## config.mk

```make
export PLATFORM = sky130hd
export DESIGN_NAME = rvfi_check_seq
export DESIGN_NICKNAME = d
export VERILOG_FILES = /design/src/rtl/rvfi_seq_pkg.sv /design/src/rtl/rvfi_popcount.sv /design/src/rtl/rvfi_check_seq.sv
export SDC_FILE = /design/constraint.sdc
export NUM_CORES = 1
export LEC_CHECK = 0
export BUFFER_PORTS_ARGS = -buffer_cell sky130_fd_sc_hd__buf_4
export CORE_MARGIN = 5
export CORE_UTILIZATION = 47
export DETAILED_ROUTE_END_ITERATION = 6
export PLACE_DENSITY = 0.74
export SLEW_MARGIN = 5
export SYNTH_ARGS = -nofsm -noshare
export SYNTH_HDL_FRONTEND = slang
export SYNTH_HIERARCHICAL = 1
export SYNTH_SLANG_ARGS = --single-unit
```

## constraint.sdc

```tcl
create_clock -name clock -period 1.32 [get_ports clock]
set_input_delay 0.066 -clock clock [delete_from_list [all_inputs] [get_ports clock]]
set_output_delay 0.066 -clock clock [all_outputs]
set_load 0.01 [all_outputs]
```

## src/rtl/rvfi_seq_pkg.sv

```systemverilog
// Shared types and helpers for the RVFI checker sequencer.
// Combinational content only; no latency.
// No flow control; consumed at elaboration time.
package rvfi_seq_pkg;

   // Sequencer phases: checker reset, pre-trigger run, wait-for-check, finished.
   typedef enum logic [1:0] {
      S_RST  = 2'd0,
      S_RUN  = 2'd1,
      S_WAIT = 2'd2,
      S_DONE = 2'd3
   } seq_state_e;

   // Default counter width and the value a counter of that width saturates at.
   localparam int unsigned SEQ_CNT_W  = 8;
   localparam logic [SEQ_CNT_W-1:0] RETIRE_SAT = '1;

   // Widest retire vector the popcount helper accepts.
   localparam int unsigned POP_MAX_W  = 32;

   // Number of set bits in a (zero-extended) retire vector.
   function automatic int unsigned popcount(input logic [POP_MAX_W-1:0] v);
      int unsigned n;
      n = 0;
      for (int i = 0; i < POP_MAX_W; i++) begin
         n += 32'(v[i]);
      end
      return n;
   endfunction

endpackage

```

## src/rtl/rvfi_popcount.sv

```systemverilog
// Counts asserted retire strobes across all RVFI channels.
// Purely combinational, zero latency.
// No backpressure.
module rvfi_popcount
   import rvfi_seq_pkg::*;
#(
   parameter int unsigned NRET = 1
) (
   input  logic [NRET-1:0]             valid_i,
   output logic [$clog2(NRET+1)-1:0]   count_o
);

   localparam int unsigned CW = $clog2(NRET + 1);

   if (NRET < 1 || NRET > POP_MAX_W) begin : g_nret_err
      $fatal(1, "rvfi_popcount: NRET out of range");
   end

   logic [POP_MAX_W-1:0] valid_ext;

   // Widen to the helper's fixed width, then narrow the result back down.
   always_comb begin
      valid_ext = '0;
      valid_ext[NRET-1:0] = valid_i;
      count_o   = CW'(popcount(valid_ext));
   end

endmodule

```

## src/rtl/rvfi_check_seq.sv

```systemverilog
// Sequences checker reset/trig/check strobes on a fixed cycle schedule and counts retirements.
// All outputs are decoded from registers; retire_count reflects rvfi_valid one edge later.
// No backpressure; rvfi_valid is observed, never stalled.
// Optional: RISCV_FORMAL_SEQ_TRIG_ON_RETIRE_EN moves trig to the first retirement at/after TRIG_CYCLE.
module rvfi_check_seq
   import rvfi_seq_pkg::*;
#(
   parameter int unsigned NRET         = 1,
   parameter int unsigned CNT_W        = SEQ_CNT_W,
   parameter int unsigned RESET_CYCLES = 1,
   parameter int unsigned TRIG_CYCLE   = 10,
   parameter int unsigned CHECK_CYCLE  = 20
) (
   input  logic              clock,
   input  logic              resetn,
   input  logic [NRET-1:0]   rvfi_valid,
   output logic              chk_reset,
   output logic              trig,
   output logic              check,
   output logic              done,
   output logic [CNT_W-1:0]  cycle,
   output logic [CNT_W-1:0]  retire_count,
   output logic              trig_timeout
);

   localparam int unsigned PCW = $clog2(NRET + 1);
   // Saturation value at this instance's width, carried with a spare top bit.
   localparam logic [CNT_W:0] SAT_EXT = {1'b0, {CNT_W{1'b1}}};

   // The schedule must be ordered and the frozen cycle value must fit without wrapping.
   if (!(RESET_CYCLES >= 1 && TRIG_CYCLE >= RESET_CYCLES &&
         CHECK_CYCLE > TRIG_CYCLE && CHECK_CYCLE < (2**CNT_W) - 1)) begin : g_param_err
      $fatal(1, "rvfi_check_seq: illegal RESET_CYCLES/TRIG_CYCLE/CHECK_CYCLE/CNT_W");
   end

   seq_state_e        state_q, state_d;
   logic [CNT_W-1:0]  cycle_q, cycle_d;
   logic [CNT_W-1:0]  retire_q, retire_d;
   logic [PCW-1:0]    pop_cnt;
   logic [CNT_W:0]    retire_sum;
   logic              trig_int;
   logic              check_int;

   rvfi_popcount #(.NRET(NRET)) u_popcount (
      .valid_i (rvfi_valid),
      .count_o (pop_cnt)
   );

   assign check_int = (state_q == S_WAIT) && (cycle_q == CNT_W'(CHECK_CYCLE));

`ifdef RISCV_FORMAL_SEQ_TRIG_ON_RETIRE_EN
   // Registered "a retirement was just sampled" so trig never depends on rvfi_valid combinationally.
   logic ret_seen_q, ret_seen_d;
   logic trig_to_q, trig_to_d;
   logic at_limit;

   assign at_limit = (cycle_q == CNT_W'(CHECK_CYCLE - 1));

   // Trigger on the first sampled retirement in the window, or force it on the last pre-check cycle.
   always_comb begin
      trig_int   = (state_q == S_RUN) && (cycle_q >= CNT_W'(TRIG_CYCLE)) &&
                   (ret_seen_q || at_limit);
      ret_seen_d = (state_q != S_RST) && (|rvfi_valid);
      trig_to_d  = trig_to_q | ((state_q == S_RUN) && at_limit && !ret_seen_q);
   end

   // Retirement sample and sticky timeout flag.
   always_ff @(posedge clock or negedge resetn) begin
      if (!resetn) begin
         ret_seen_q <= 1'b0;
         trig_to_q  <= 1'b0;
      end else begin
         ret_seen_q <= ret_seen_d;
         trig_to_q  <= trig_to_d;
      end
   end

   assign trig_timeout = trig_to_q;
`else
   assign trig_int     = (state_q == S_RUN) && (cycle_q == CNT_W'(TRIG_CYCLE));
   assign trig_timeout = 1'b0;
`endif

   // Next-state, cycle advance and saturating retire accumulation.
   always_comb begin
      state_d    = state_q;
      cycle_d    = cycle_q;
      retire_d   = retire_q;
      retire_sum = {1'b0, retire_q} + (CNT_W+1)'(pop_cnt);

      case (state_q)
         S_RST:   if (cycle_q == CNT_W'(RESET_CYCLES - 1)) state_d = S_RUN;
         S_RUN:   if (trig_int)  state_d = S_WAIT;
         S_WAIT:  if (check_int) state_d = S_DONE;
         S_DONE:  state_d = S_DONE;
         default: state_d = S_RST;
      endcase

      // The counter freezes once the schedule is over, so it cannot wrap.
      if (state_q != S_DONE) cycle_d = cycle_q + CNT_W'(1);

      // Retirements during checker reset are not part of the observed run.
      if (state_q != S_RST) begin
         retire_d = (retire_sum > SAT_EXT) ? SAT_EXT[CNT_W-1:0] : retire_sum[CNT_W-1:0];
      end
   end

   // State and counter registers.
   always_ff @(posedge clock or negedge resetn) begin
      if (!resetn) begin
         state_q  <= S_RST;
         cycle_q  <= '0;
         retire_q <= '0;
      end else begin
         state_q  <= state_d;
         cycle_q  <= cycle_d;
         retire_q <= retire_d;
      end
   end

   assign chk_reset    = (state_q == S_RST);
   assign trig         = trig_int;
   assign check        = check_int;
   assign done         = (state_q == S_DONE);
   assign cycle        = cycle_q;
   assign retire_count = retire_q;

endmodule

```

* Yosys cells after proc, flatten, opt, wreduce, memory -nomap -nowiden
Index checks and enable logic that the tools add are counted.
W data, S select, Z words.
** Operators by class
- $add $sub $neg :: 2
- Multiply operators :: 0
- Divide/modulo/power cells :: 0
- Magnitude comparators :: 1
- Equality and inequality tests :: 9
- Shift-type cells :: 0
- Mux-type cells :: 5
- Bitwise operators :: 0
- Reduce and logical (&&, ||, !) cells :: 6
** Operators with widths (count)
- $add A8 B1 Y9 :: 1
- $gt A9 B8 Y1 const B :: 1
- $add A8 B1 Y8 const B :: 1
- $eq A8 B4 Y1 const B :: 1
- $eq A8 B5 Y1 const B :: 1
- $logic_not A8 Y1 :: 1
- $mux W8 :: 1
- $pmux W2 S4 :: 1
- $mux W2 :: 3
- $ne A2 B2 Y1 const B :: 3
- $eq A2 B2 Y1 const B :: 2
- $reduce_and A3 Y1 :: 1
- $eq A2 B1 Y1 const B :: 1
- $logic_and A1 B1 Y1 :: 2
- $logic_not A2 Y1 :: 1
- $ne A2 B1 Y1 const B :: 1
- $reduce_bool A2 Y1 :: 1
** Storage, ports and cells
- Bits in registers :: 18
- Bits in latches :: 0
- Memory bits (writable) :: 0
- Memory bits (read-only) :: 0
- Bits of input ports :: 3
- Word-level logic and storage cells :: 26
- Memories :: 0

* Logic depth before layout (Yosys ltp)
- Word-level depth :: 4
- Depth in mapped cells :: 5

* By module
Netlist, hierarchy kept.
** By module, submodules not included
- rvfi_check_seq :: instances 1, cells each 95, area each 1027.2 µm², sequential area each 450.4 µm²
- rvfi_popcount :: instances 1, cells each 1, area each 7.5 µm², sequential area each 0.0 µm²

* Worst setup path before layout
Ideal clock, no wire load.
- Path kind :: reg2reg
- Start :: reg cycle_q[0] (netlist: cycle[0])
- End :: reg state_q[0]
- Data arrival time :: 1.332 ns
- Data required time :: 1.194 ns
- Setup slack :: -0.138 ns
- Stages on the path, launching flop included :: 6
- Path buffers :: 0
- Cell sequence :: dfrtp_1 > inv_1 > ha_1 > and4b_1 > a21o_1 > a221o_1
** On the way
- Cells in the longest elaborated chain, start to end :: 4
** RTL lines
- start, declared :: RTL line rvfi_check_seq.sv:37 : logic [CNT_W-1:0] cycle_q, cycle_d;
- start signal, assigned :: RTL line rvfi_check_seq.sv:116 : cycle_q <= cycle_d;
- $eq A8 B5 Y1 or $eq A8 B4 Y1 (tied branches) :: RTL line rvfi_check_seq.sv:49, rvfi_check_seq.sv:80
- $logic_and A1 B1 Y1 (on tied branches) :: RTL line rvfi_check_seq.sv:49, rvfi_check_seq.sv:80
- $ne A2 B2 Y1 (no source line)
- $reduce_and A3 Y1 (no source line) *
- end signal, assigned :: RTL line rvfi_check_seq.sv:115 : state_q <= state_d;
- end, declared :: RTL line rvfi_check_seq.sv:36 : seq_state_e state_q, state_d;
Mark *: on every way between the ends. The rest lies on a longest branch, timed or not.
A chain may end at the register's enable or synchronous reset.

* Worst setup path after layout
- Start :: reg cycle_q[1] (netlist: cycle[1])
- End :: out check
** On the way
- Cells in the longest elaborated chain, start to end :: 2
** RTL lines
- $eq A8 B5 Y1 :: RTL line rvfi_check_seq.sv:49 : assign check_int = (state_q == S_WAIT) && (cycle_q == CNT_W'(CHECK_CYCLE));
- $logic_and A1 B1 Y1 :: RTL line rvfi_check_seq.sv:49
- end, declared :: RTL line rvfi_check_seq.sv:19 : output logic check,
No other way between the ends.

==> run summary <==
In the synthesized netlist the async set-or-reset flop fraction comes to 100%. For the clock sink count, the log shows 18. Traced cell by cell, the critical path runs through inv_1 -> ha_2 -> and4b_1 -> and4b_1 -> buf_4. The initial utilization of the core area, before any placement, comes to 48.2%. Row generation in the floorplan step produced 17 rows.

Routability-driven placement finished with a final weighted congestion of 0.846. The clock tree root driver cell is sky130_fd_sc_hd__clkbuf_4. Setup violations remaining at the end of the flow were counted as 4. STA classifies the critical path endpoint as an output pin. The half-perimeter wire length after detailed placement is 1600 um. The biggest area consumer among synthesized cells was sky130_fd_sc_hd__dfrtp_1. For the starting DRC count in detailed routing, the log shows 14. For the DRC violations left, the log shows 0. STA classifies the critical path startpoint as a flip-flop. The floorplan die height is 56.9 um. The tools report the total length of routed wires as 2390 um. Clock latency reported for the late side of the worst-skew pair: 0.29 ns.

Counting flops and latches in the post-synthesis netlist gives 18. By area the synthesized netlist is led by sky130_fd_sc_hd__dfrtp_1 44%, sky130_fd_sc_hd__ha_1 6.0%, sky130_fd_sc_hd__xnor2_1 5.9%, sky130_fd_sc_hd__buf_6 3.3%, sky130_fd_sc_hd__and4b_1 2.9%. The minimum period implied by the final worst setup slack was 1.54 ns; the worst setup skew after layout was 0.000712 ns.

Across the run, the number of max-cap violations was 0. The post-synthesis cell count is 96, and the highest fanout seen on the critical path is 3. The tightest hold path in the finished design has a slack of 0.142 ns. The worst-case setup margin in the final layout was -0.219 ns; the proportion of layout cells with a drive suffix above 1 was 47.6%. The tools report the worst-case clock buffer depth as 2. For this design the top-level I/O count stands at 24.

For the number of antenna violations at the first check in global routing, the log shows 0. The tools report the number of hold violations in the final report as 0. The synthesized netlist contains 38 unique library cells.

The die width came out at 56.9 um. The full die area is 3240 sq um, and the number of iterations in the first detailed-routing pass is 4. The number of global-route vias before repair was 875. Setup repair after global routing could not meet its margin everywhere. The count of nets after finishing came out at 152. The count of H-tree levels built during CTS came out at 1. The count of pins over their slew limit was 0. Dividing the detail-routed wire length by the instance count gives 14.0 um. The maximum operating frequency is 650 MHz.

The worst setup path is of the reg -> out kind. At the worst endpoint, the required time is 1.25 ns. The run gives 170 as the number of filler cells placed in the layout. IR analysis of the VDD net gives a maximum drop of 1.07 mV. The final route contains 906 vias. The total overflow left after global routing is 0. The clock-pin slew on the worst setup and hold paths came out at 0.10 ns. Relative to the synthesized area, the layout overhead comes to 43.4%.

TritonCTS built the clock tree. The run gives 104 as the post-synth net total. Yosys mapped a number of flops with a built-in enable equal to 0. The areal power density over the cells is 1250 nW/um^2, and the number of antenna-violating nets in the routed design is 0. After layout, the worst path uses 117% of the clock period. 0 antenna diodes ended up in the layout. The slowest library cell on the worst path is sky130_fd_sc_hd__dfrtp_1. The class of the worst hold path is in -> reg. The run finished, with violations left. The checks that failed: negative setup slack.

The tools report the total power consumption of the routed design as 0.00186 W. The critical path arrival was 1.47 ns. The overall global routing resource usage is 15.1%, and the quantity of I/O buffers inserted on ports is 22.

The commonest register cell after synthesis was sky130_fd_sc_hd__dfrtp_1. The post-synthesis area per instance is 10.8 sq um. In this design, the critical path's most frequently occurring cell is sky130_fd_sc_hd__and4b_1. The tools report the pin count of the biggest net entering global routing as 19.

Of the post-synthesis cell area, the dominant cell type holds 43.5%. The first global-routing pass estimated 4000 um of wire. Buffers inserted during clock tree synthesis total 3. The largest single stage delay on the critical path is 0.41 ns.

The tools report the yosys synthesis warning count as 6. The number of vias per cell after detailed routing came out at 5.30. The register area share after synthesis is 43.5%, and the total standard cell area after synthesis is 1030 sq um. The tools report the leakage dissipation as 0.679 nW. The core region is 2150 sq um.
[Yosys cell counts (3+ instances only)]
cell,instances
sky130_fd_sc_hd__inv_1,3
sky130_fd_sc_hd__and4b_1,3
sky130_fd_sc_hd__xnor2_1,7
sky130_fd_sc_hd__a21oi_1,5
sky130_fd_sc_hd__and3_1,3
sky130_fd_sc_hd__nand2_1,6
sky130_fd_sc_hd__dfrtp_1,18
sky130_fd_sc_hd__nor2_1,6
sky130_fd_sc_hd__buf_4,3
sky130_fd_sc_hd__ha_1,5
sky130_fd_sc_hd__nand3_1,5
sky130_fd_sc_hd__buf_6,3
[metal layers]
metal / GRT usage, % / wire [um]
met1: 19.9 / 1110
met2: 23.7 / 1170
met3: 2.99 / 68
met4: 7.28 / 48
met5: 0 / 0
[registers in the layout, indices dropped and copies added (netlist names)]
register      flops
cycle             8
retire_count      8
state_q           2
[area by class of cell]
type                       instances  area, sq um  area share (%)
timing repair buffer              49          383            25.8
multi-input combinational         69          566            38.1
sequential                        18          453            30.5
clock buffer                       4         36.3            2.45
tap                               28         35.0            2.36
inverter                           3         11.3           0.759
[cells in the final DEF (no fill, tap or decap), types with 2 or more instances in the layout]
| cell | instances |
|---|---|
| sky130_fd_sc_hd__nand3_2 | 2 |
| sky130_fd_sc_hd__nor2_1 | 5 |
| sky130_fd_sc_hd__a31oi_1 | 2 |
| sky130_fd_sc_hd__and4b_1 | 3 |
| sky130_fd_sc_hd__o21ai_0 | 2 |
| sky130_fd_sc_hd__xnor2_1 | 7 |
| sky130_fd_sc_hd__clkbuf_4 | 3 |
| sky130_fd_sc_hd__a21oi_1 | 5 |
| sky130_fd_sc_hd__ha_2 | 3 |
| sky130_fd_sc_hd__dfrtp_1 | 16 |
| sky130_fd_sc_hd__and3_1 | 3 |
| sky130_fd_sc_hd__buf_4 | 43 |
| sky130_fd_sc_hd__nand4_1 | 2 |
| sky130_fd_sc_hd__nand3_1 | 3 |
| sky130_fd_sc_hd__inv_1 | 2 |
| sky130_fd_sc_hd__dfrtp_2 | 2 |
| sky130_fd_sc_hd__nand2_1 | 5 |
| sky130_fd_sc_hd__buf_6 | 4 |
[cell families (layout without fill, tap and decap cells)]
kind of cell,Yosys count,count (layout),share of synthesized area [%]
adder cells (fa/ha/maj),5,5,6.05
XOR/XNOR,7,7,5.93
multiplexers,2,2,2.42
buffers and inverters,9,56,6.53
AO/OA/AOI/OAI,18,18,12.9
AND/OR/NAND/NOR,36,36,22.2
other,1,1,0.362
flip-flops,18,18,43.5
[power breakdown]
| group | internal, W | leakage [nW] | switching (W) |
|---|---|---|---|
| clock network | 0.000168 | 0.0210 | 0.000170 |
| logic | 0.000389 | 0.450 | 0.000341 |
| registers | 0.000662 | 0.208 | 0.000132 |
[timing repair]
item / in CTS / in global routing
pin swaps: 1 / 8
hold buffers: 1 / 0
resized for setup: 8 / 8
hold endpoints to repair: 18 / 0
setup buffers: 5 / 7
endpoints found under the setup margin: 6 / 7
[through the flow]
stage	utilization, %	setup slack (ns)	cell area [sq um]	cells	TNS [ns]
floorplan	-	-0.0523	1040	96	-0.0523
global placement	59.9	0.0163	1290	154	0
detailed placement	59.9	-0.0460	1290	154	-0.0652
CTS	65.1	-0.216	1400	164	-0.592
global route	69.1	-0.317	1480	171	-1.08
finish	69.1	-0.219	1480	171	-0.642
[final timing paths]
| check | startpoint | to | slack [ns] | cells past startpoint |
|---|---|---|---|---|
| min | rvfi_valid | retire_count[0] | 0.14 | 4 |
| min reg2reg | retire_count[4] | retire_count[4] | 0.56 | 2 |
| max | cycle[1] | check | -0.22 | 5 |
| max in group asynchronous | resetn | state_q[1] | 0.94 | 2 |
| min in group asynchronous | resetn | retire_count[4] | 0.17 | 2 |
| max reg2reg | cycle[1] | state_q[0] | -0.19 | 6 |
[critical path, delay by kind of cell, from the launching register on]
kind	cells	cell delay [ns]
adder cells (fa/ha/maj)	1	0.17
buffers and inverters	2	0.20
flip-flops	1	0.41
AND/OR/NAND/NOR	2	0.40
No activity file was read; power rests on OpenSTA's default activity.
